==> src/rtl/soc_trace_arbiter.sv <==
// Merges per-core trace events into one valid/ready stream and raises all_terminated once every core
// has terminated and the stream has drained. Defining SOC_TRACE_ARB_STALL_EN adds the core_stall output.
module soc_trace_arbiter #(
  parameter int NUM_CORES      = 4,
  parameter int PC_WIDTH       = 32,
  parameter int INSN_WIDTH     = 32,
  parameter int DROP_CNT_WIDTH = 16,
  parameter int ID_WIDTH       = $clog2(NUM_CORES)
) (
  input  logic                                clk,
  input  logic                                rst,
  input  logic [NUM_CORES-1:0]                trace_valid,
  input  logic [NUM_CORES*PC_WIDTH-1:0]       trace_pc,
  input  logic [NUM_CORES*INSN_WIDTH-1:0]     trace_insn,
  input  logic [NUM_CORES-1:0]                termination,
  output logic                                out_valid,
  input  logic                                out_ready,
  output logic [ID_WIDTH-1:0]                 out_id,
  output logic [PC_WIDTH-1:0]                 out_pc,
  output logic [INSN_WIDTH-1:0]               out_insn,
  output logic [NUM_CORES*DROP_CNT_WIDTH-1:0] drop_cnt,
  output logic                                all_terminated
`ifdef SOC_TRACE_ARB_STALL_EN
  ,
  output logic [NUM_CORES-1:0]                core_stall
`endif
);

  // state    | meaning
  // ST_RUN   | collecting sticky termination flags
  // ST_DRAIN | all cores terminated, waiting for buffers and output stage to empty
  // ST_DONE  | all_terminated asserted until reset
  typedef enum logic [1:0] {
    ST_RUN   = 2'd0,
    ST_DRAIN = 2'd1,
    ST_DONE  = 2'd2
  } state_t;

  state_t state, state_nxt;

  logic [NUM_CORES-1:0]      hold_valid;
  logic [NUM_CORES-1:0]      hold_valid_nxt;
  logic [PC_WIDTH-1:0]       hold_pc   [NUM_CORES];
  logic [INSN_WIDTH-1:0]     hold_insn [NUM_CORES];
  logic [DROP_CNT_WIDTH-1:0] drop_q    [NUM_CORES];
  logic [NUM_CORES-1:0]      term_flag;
  logic [ID_WIDTH-1:0]       rr_ptr;

  logic                      advance;
  logic                      gnt_found;
  logic [ID_WIDTH-1:0]       gnt_idx;
  logic [NUM_CORES-1:0]      gnt_vec;
  logic [NUM_CORES-1:0]      accept;
  logic [NUM_CORES-1:0]      load;
  logic [NUM_CORES-1:0]      drop;

  assign advance = ~out_valid | out_ready;
  assign accept  = trace_valid & ~term_flag;

  // Cyclic search starting just after rr_ptr: higher indices first, then wrap to the low ones.
  always_comb begin
    gnt_found = 1'b0;
    gnt_idx   = '0;
    for (int i = 0; i < NUM_CORES; i++) begin
      if (!gnt_found && hold_valid[i] && (ID_WIDTH'(i) > rr_ptr)) begin
        gnt_found = 1'b1;
        gnt_idx   = ID_WIDTH'(i);
      end
    end
    for (int i = 0; i < NUM_CORES; i++) begin
      if (!gnt_found && hold_valid[i] && (ID_WIDTH'(i) <= rr_ptr)) begin
        gnt_found = 1'b1;
        gnt_idx   = ID_WIDTH'(i);
      end
    end
  end

  always_comb begin
    gnt_vec = '0;
    if (advance && gnt_found) begin
      gnt_vec[gnt_idx] = 1'b1;
    end
  end

  assign load           = accept & (~hold_valid | gnt_vec);
  assign drop           = accept & hold_valid & ~gnt_vec;
  assign hold_valid_nxt = load | (hold_valid & ~gnt_vec);

  always_ff @(posedge clk or posedge rst) begin
    if (rst) begin
      hold_valid <= '0;
      for (int i = 0; i < NUM_CORES; i++) begin
        hold_pc[i]   <= '0;
        hold_insn[i] <= '0;
      end
    end else begin
      hold_valid <= hold_valid_nxt;
      for (int i = 0; i < NUM_CORES; i++) begin
        if (load[i]) begin
          hold_pc[i]   <= trace_pc[i*PC_WIDTH +: PC_WIDTH];
          hold_insn[i] <= trace_insn[i*INSN_WIDTH +: INSN_WIDTH];
        end
      end
    end
  end

  // Output register only moves when empty or being accepted, which keeps data stable under backpressure.
  always_ff @(posedge clk or posedge rst) begin
    if (rst) begin
      out_valid <= 1'b0;
      out_id    <= '0;
      out_pc    <= '0;
      out_insn  <= '0;
      rr_ptr    <= ID_WIDTH'(NUM_CORES - 1);
    end else if (advance) begin
      out_valid <= gnt_found;
      if (gnt_found) begin
        out_id   <= gnt_idx;
        out_pc   <= hold_pc[gnt_idx];
        out_insn <= hold_insn[gnt_idx];
        rr_ptr   <= gnt_idx;
      end
    end
  end

  always_ff @(posedge clk or posedge rst) begin
    if (rst) begin
      for (int i = 0; i < NUM_CORES; i++) begin
        drop_q[i] <= '0;
      end
    end else begin
      for (int i = 0; i < NUM_CORES; i++) begin
        if (drop[i] && !(&drop_q[i])) begin
          drop_q[i] <= drop_q[i] + DROP_CNT_WIDTH'(1);
        end
      end
    end
  end

  always_comb begin
    drop_cnt = '0;
    for (int i = 0; i < NUM_CORES; i++) begin
      drop_cnt[i*DROP_CNT_WIDTH +: DROP_CNT_WIDTH] = drop_q[i];
    end
  end

  always_ff @(posedge clk or posedge rst) begin
    if (rst) begin
      term_flag <= '0;
      state     <= ST_RUN;
    end else begin
      term_flag <= term_flag | termination;
      state     <= state_nxt;
    end
  end

  always_comb begin
    state_nxt = state;
    unique case (state)
      ST_RUN:   if (&term_flag) state_nxt = ST_DRAIN;
      ST_DRAIN: if (!(|hold_valid) && !out_valid) state_nxt = ST_DONE;
      ST_DONE:  state_nxt = ST_DONE;
      default:  state_nxt = ST_RUN;
    endcase
  end

  assign all_terminated = (state == ST_DONE);

`ifdef SOC_TRACE_ARB_STALL_EN
  always_ff @(posedge clk or posedge rst) begin
    if (rst) begin
      core_stall <= '0;
    end else begin
      core_stall <= hold_valid_nxt;
    end
  end
`endif

endmodule
==> config.mk <==
export PLATFORM = sky130hd
export DESIGN_NAME = soc_trace_arbiter
export DESIGN_NICKNAME = d
export VERILOG_FILES = /design/src/rtl/soc_trace_arbiter.sv
export SDC_FILE = /design/constraint.sdc
export NUM_CORES = 1
export LEC_CHECK = 0
export BUFFER_PORTS_ARGS = -buffer_cell sky130_fd_sc_hd__buf_2
export CAP_MARGIN = 15
export CORE_MARGIN = 8
export CORE_UTILIZATION = 54
export CTS_BUF_LIST = sky130_fd_sc_hd__clkbuf_8 sky130_fd_sc_hd__clkbuf_16
export CTS_CLUSTER_DIAMETER = 120
export CTS_CLUSTER_SIZE = 24
export DETAILED_ROUTE_END_ITERATION = 12
export PLACE_DENSITY = 0.8
export SYNTH_ARGS = -nofsm -noshare
export SYNTH_HDL_FRONTEND = slang
export SYNTH_SLANG_ARGS = --single-unit
==> constraint.sdc <==
create_clock -name clk -period 15.1 [get_ports clk]
set_input_delay 0.755 -clock clk [delete_from_list [all_inputs] [get_ports clk]]
set_output_delay 0.755 -clock clk [all_outputs]
set_load 0.03 [all_outputs]
==> results.json, run 1 <==
{
  "dpl.hpwl_microns": 32400,
  "p_leak_uw": 0.00942,
  "synth-edff-count": 0,
  "timing.fmax_mhz": 269,
  "tightest_slew_ns": 1.14,
  "firstDrtPassIters": 5,
  "synth-simple-area-share_pct": 7.18,
  "numClockSinks": 399,
  "synth_seq_cells": 399,
  "cts_root_buf": "clkbuf_16",
  "wl_microns": 46600,
  "fin_hold_ws_ns": 0.407,
  "yosys-top-cells-area": "dfrtp_1 58%, mux2_2 17%, a32oi_1 3.3%, a22oi_1 2.8%, a31oi_1 2.4%",
  "drc": 0,
  "critPathKind": "flip-flop to flip-flop",
  "synth.distinct_cells": 58,
  "worst-path-buf-inv": 1,
  "slew_viol_final": 0,
  "synth_top_area_cell": "dfrtp_1",
  "p_sw_share_pct": 37.1,
  "synth_adder_area_share_pct": 0.588,
  "routabilityCongestion": 0.871,
  "cts_hold_buf": 0,
  "slowest_stage": "dfrtp_4",
  "min_period_ns": 3.72,
  "hold_violations": 0,
  "rows": 65,
  "drive_gt1_share_pct": 43.2,
  "synth_xor_area_share_pct": 2.88,
  "final_common_cell": "buf_2",
  "status": "finished, final reports clean",
  "endpoint_kind": "flip-flop",
  "synthCells": 1293,
  "grt_pass1_wl_microns": 73300,
  "wl_per_cell_microns": 22.6,
  "fin_crit_sh_pct": 24.6,
  "clk_path_buf_depth": 3,
  "ys_seq_area_share_pct": 58.7,
  "drv_cap": 0,
  "routed_via_density": 5.95,
  "avgSynthCellArea_sq_um": 13.2,
  "synth_compound_area_share_pct": 10.3,
  "worstPathArrival_ns": 4.13,
  "ir_worst_vdd_mv": 0.116,
  "netlist_area_sq_mm": 0.0170,
  "synth_warnings": 0,
  "pwr-share-seq_pct": 48.1,
  "dieWidth_microns": 194,
  "setup_viol": 0,
  "die_h_microns": 194,
  "p_comb_share_pct": 31.7,
  "synth-main-ff-cell": "dfrtp_1",
  "fp.coreArea_sq_mm": 0.0313,
  "ant_nets": 0,
  "cts-htree-levels": 1,
  "finClkSkew_ns": 0.0108,
  "synthMuxAreaShare_pct": 17.5,
  "clk-insertion-delay-late_ns": 0.53,
  "finalNonFillerCells": 2060,
  "antenna_found_initial": 25,
  "clk_pin_slew_worst_paths_ns": 0.10,
  "dp.cells": 2015,
  "clock_power_share_pct": 20.2,
  "final_nets": 1910,
  "syn_nets": 1568,
  "start_util_pct": 54.4,
  "slew_headroom_pct": 24.2,
  "syn_to_final_growth_pct": 16.4,
  "tns_ns": 0,
  "grt_start_max_net_pins": 186,
  "path_cells": "nor4_4 > nor2_4 > buf_4 > a21bo_1 > nand2_4 > mux2_1",
  "cts_made_buffers": 20,
  "rsz0062_at_grt": "no",
  "overflow": 0,
  "yosysTopAreaCellShare_pct": 58.4,
  "drtIter0Drc": 714,
  "ctsResizeCount": 0,
  "crit_path_start_kind": "flip-flop",
  "cts_tree": "built",
  "vias": 12300,
  "num_io_pins": 399,
  "final_cell_mix": "398 x buf_2, 396 x dfrtp_1, 257 x mux2_2",
  "portBuffers": 398,
  "p_switching_uw": 1070,
  "track_usage_pct": 24.2,
  "dieArea_sq_mm": 0.0375,
  "synth_top_family_by_area": "multiplexers",
  "hp-class": "input pin to flip-flop",
  "crit_path_max_fanout": 78,
  "critPathMaxStageDelay_ns": 1.04,
  "cellPowerDensity_mw_per_mm2": 145,
  "grt_pass1_vias": 13000,
  "power.internal_uw": 1810,
  "cts_setup_buffers": 0,
  "async_flop_share_pct": 100,
  "cp_top_family": "flip-flops",
  "required_ns": 15.51
}
[metrics by stage]
stage / setup slack, ns / area, sq um / power (uW) / util (%)
finish: 11.38 / 19800 / 2880 / 63.3
global route: 11.12 / 19800 / 3020 / 63.2
CTS: 11.35 / 19800 / 2900 / 63.2
detailed placement: 11.35 / 19200 / 2320 / 61.4
global placement: 11.41 / 19200 / 2280 / 61.4
floorplan: 3.25 / 17000 / 2000 / -
[routing by layer]
metal	GRT usage, %	up-vias	share of wire (%)
li1	-	5475	-
met1	30.9	6197	40
met2	39.5	476	48
met3	6.84	99	8.2
met4	7.67	20	3.1
met5	0	-	0.27
[sequential cells by signal (all words and copies together) (netlist names)]
signal	count
hold_insn	128
hold_pc	128
drop_cnt	64
out_insn	32
out_pc	32
hold_valid	4
term_flag	4
out_id	2
rr_ptr	2
state	2
out_valid	1
[cells in the mapped netlist, types with 8 or more instances]
cell type	instances
dfrtp_1	397
mux2_2	257
nor2_1	78
a31oi_1	65
a22oi_1	64
a32oi_1	64
clkbuf_1	45
nand2_1	33
nand3_1	31
xor2_1	31
xnor2_1	25
buf_2	20
nand4_1	18
nor3_1	17
buf_6	13
and3_1	12
nor4_1	10
and4_1	9
ha_1	8
inv_1	8
mux2_1	8
nand2b_1	8
[cell families (layout without fill, tap and decap cells)]
group           count (synthesis)  after routing
other cells                     0             18
buf+inv                        95            442
compound gates                229            229
flops                         399            399
simple gates                  241            241
mux                           265            265
xor+xnor                       56             56
fa+ha+maj                       8              8
[power by group through the flow]
| stage | clock, uW | sequential (uW) | combinational, uW |
|---|---|---|---|
| final | 582 | 1380 | 912 |
| after global routing | 634 | 1410 | 985 |
| after CTS | 601 | 1380 | 919 |
| after detailed placement | 0 | 1400 | 918 |
| after global placement | 0 | 1390 | 887 |
| after floorplan | 0 | 1550 | 458 |
[path summary, 6_finish.rpt]
path,depth (start not counted),endpoint,slack (ns),startpoint
worst max register to register,6,hold_insn[117],11.38,hold_valid[1]
min in group asynchronous,2,hold_insn[4],0.42,rst
max in group asynchronous,3,out_pc[3],13.00,rst
worst min-delay path,2,term_flag[3],0.41,termination[3]
worst max-delay path,6,hold_insn[117],11.38,hold_valid[1]
worst min register to register,1,hold_pc[21],0.50,hold_pc[21]
[final cells by class]
class	instances	area (sq um)
clock buffer	21	526
clock inverter	6	30.0
sequential	399	9990
inverter	8	37.5
antenna	18	45.0
fill	2405	11500
multi-input combinational	799	6620
tap	402	503
timing repair buffer	407	2070
Power figures use the tool's default switching activity.
==> inputs of run 2 (changes only) <==
Clock period 15.1 ns to 3.5 ns, I/O delays scaled along.
==> run 2 against run 1 <==
Effect of this change:
- worst setup slack worse by 11 ns
- non-clock buffer count is 281 higher
- hold slack got worse by 0.34 ns
- global-route usage up 4.7 points
- combinational power increased to 4.8 times the previous value
- sequential power increased to 4.4 times the previous value
- clock skew up 0.010 ns
- register-to-register slack worse by 11 ns
- critical path type unchanged
- largest cell class unchanged
- largest power group unchanged
- highest routed layer unchanged
==> results.json, run 2 (synthesis results as in run 1) <==
{
  "holdCritStartpoint": "out_ready",
  "firstDrtPassIters": 6,
  "hp-class": "input pin to flip-flop",
  "endpoint_kind": "flip-flop",
  "wl_per_cell_microns": 23.9,
  "clock_power_share_pct": 20.0,
  "rsz0062_at_grt": "no",
  "die_h_microns": 194,
  "rows": 65,
  "final_common_cell": "buf_2",
  "slew_viol_final": 0,
  "p_comb_share_pct": 33.7,
  "drtIter0Drc": 1165,
  "clk_path_buf_depth": 3,
  "drive_gt1_share_pct": 37.6,
  "drc": 0,
  "timing.fmax_mhz": 348,
  "p_leak_uw": 0.0106,
  "power.internal_uw": 8040,
  "cts_made_buffers": 20,
  "reg2reg_from": "hold_valid[1]",
  "cts_tree": "built",
  "routed_via_density": 6.06,
  "p_switching_uw": 4920,
  "clk_pin_slew_worst_paths_ns": 0.10,
  "required_ns": 3.93,
  "wl_microns": 55800,
  "final_util_pct": 72.4,
  "fin_ws_ns": 0.623,
  "dpl.hpwl_microns": 33200,
  "numClockSinks": 399,
  "ir_worst_vdd_mv": 0.504,
  "crit_path_max_fanout": 43,
  "setup.worst_path.start": "hold_valid[1]",
  "fin_hold_ws_ns": 0.0697,
  "vias": 14200,
  "cts_root_buf": "clkbuf_16",
  "dieWidth_microns": 194,
  "syn_to_final_growth_pct": 33.2,
  "final_nets": 2191,
  "p_sw_share_pct": 38.0,
  "overflow": 0,
  "final_cell_mix": "398 x buf_2, 396 x dfrtp_1, 265 x dlygate4sd3_1",
  "status": "finished, final reports clean",
  "pre_cts_ws_ns": 0.687,
  "dieArea_sq_mm": 0.0375,
  "slew_headroom_pct": 26.1,
  "seq_area_sq_mm": 0.00999,
  "fillers": 1947,
  "critPathKind": "flip-flop to flip-flop",
  "tns_ns": 0,
  "grt_pass1_wl_microns": 86900,
  "setup_viol": 0,
  "portBuffers": 398,
  "antenna_found_initial": 11,
  "cts-htree-levels": 1,
  "finClkSkew_ns": 0.0208,
  "multiInputGateArea_sq_mm": 0.00662,
  "fp.coreArea_sq_mm": 0.0313,
  "start_util_pct": 54.4,
  "cts_setup_buffers": 0,
  "clk-insertion-delay-late_ns": 0.54,
  "hold_violations": 0,
  "crit_path_start_kind": "flip-flop",
  "ant_nets": 0,
  "min_period_ns": 2.88,
  "grt_pass1_vias": 15200,
  "grt_start_max_net_pins": 121,
  "routabilityCongestion": 0.864,
  "pwr-share-seq_pct": 46.3,
  "num_io_pins": 399,
  "drv_cap": 0,
  "worstPathArrival_ns": 3.31,
  "tightest_slew_ns": 1.11,
  "fin_crit_sh_pct": 82.2,
  "track_usage_pct": 28.8,
  "cellPowerDensity_mw_per_mm2": 572
}
[run 2: cell types whose count changed in the layout (fill, tap and decap cells not counted), sizes merged]
cell / before / now
buf: 407 / 423
dlygate4sd3: 0 / 265
clkinvlp: 0 / 1
inv: 14 / 15
diode: 18 / 12
[run 2: layout make-up]
class	count	area share, %
inverter	8	0.149
clock inverter	8	0.166
sequential	399	44.1
timing repair buffer	688	21.8
clock buffer	21	2.32
tap	402	2.22
multi-input combinational	799	29.2
antenna	12	0.132
[run 2: what timing repair did]
| action | CTS | global route |
|---|---|---|
| resized for setup | 0 | 0 |
| hold endpoints to repair | 288 | 0 |
| setup endpoints to repair | 0 | 0 |
| hold buffers | 265 | 0 |
[run 2: per-stage QoR]
stage               instance area, sq um  power [uW]  std cells
CTS                                22600       12800       2325
detailed placement                 19400       10000       2031
global route                       22700       13500       2335
global placement                   19400        9890       2031
floorplan                          17000        8650       1293
finish                             22700       13000       2337
[run 2: worst max-delay path: stages (launching register included)]
cell	delay, ns
dfrtp_2	0.49
buf_4	0.50
mux2_2	0.27
a221o_1	0.19
o21ai_2	0.11
a21oi_4	0.36
buf_4	0.40
mux2_2	0.40
[run 2: worst paths after layout]
| kind | cells past startpoint | slack [ns] | end |
|---|---|---|---|
| min in group asynchronous | 3 | 0.29 | hold_insn[103] |
| worst max-delay path | 7 | 0.62 | hold_insn[10] |
| max in group asynchronous | 4 | 2.12 | hold_pc[42] |
| worst min register to register | 1 | 0.49 | drop_cnt[57] |
| worst max register to register | 7 | 0.62 | hold_insn[10] |
| worst min-delay path | 4 | 0.07 | rr_ptr[1] |
[run 2: routing by layer]
metal | global-route usage [%] | part of all wire [%] | wire length, microns | vias to the layer above
li1 | - | - | - | 6039
met5 | 0 | 0.020 | 11 | -
met4 | 13.8 | 4.8 | 2680 | 2
met1 | 34.2 | 37 | 20600 | 7033
met3 | 6.92 | 8.9 | 4960 | 199
met2 | 49.1 | 49 | 27600 | 884
[run 2: power by group through the flow]
| stage | Sequential [uW] | Combinational (uW) | Clock [uW] |
|---|---|---|---|
| 6_report | 6010 | 4370 | 2590 |
| 5_1_grt | 6080 | 4670 | 2790 |
| 4_1_cts | 5950 | 4240 | 2600 |
| 3_5_place_dp | 6030 | 4010 | 0 |
| 3_3_place_gp | 5990 | 3900 | 0 |
| 2_1_floorplan | 6670 | 1980 | 0 |
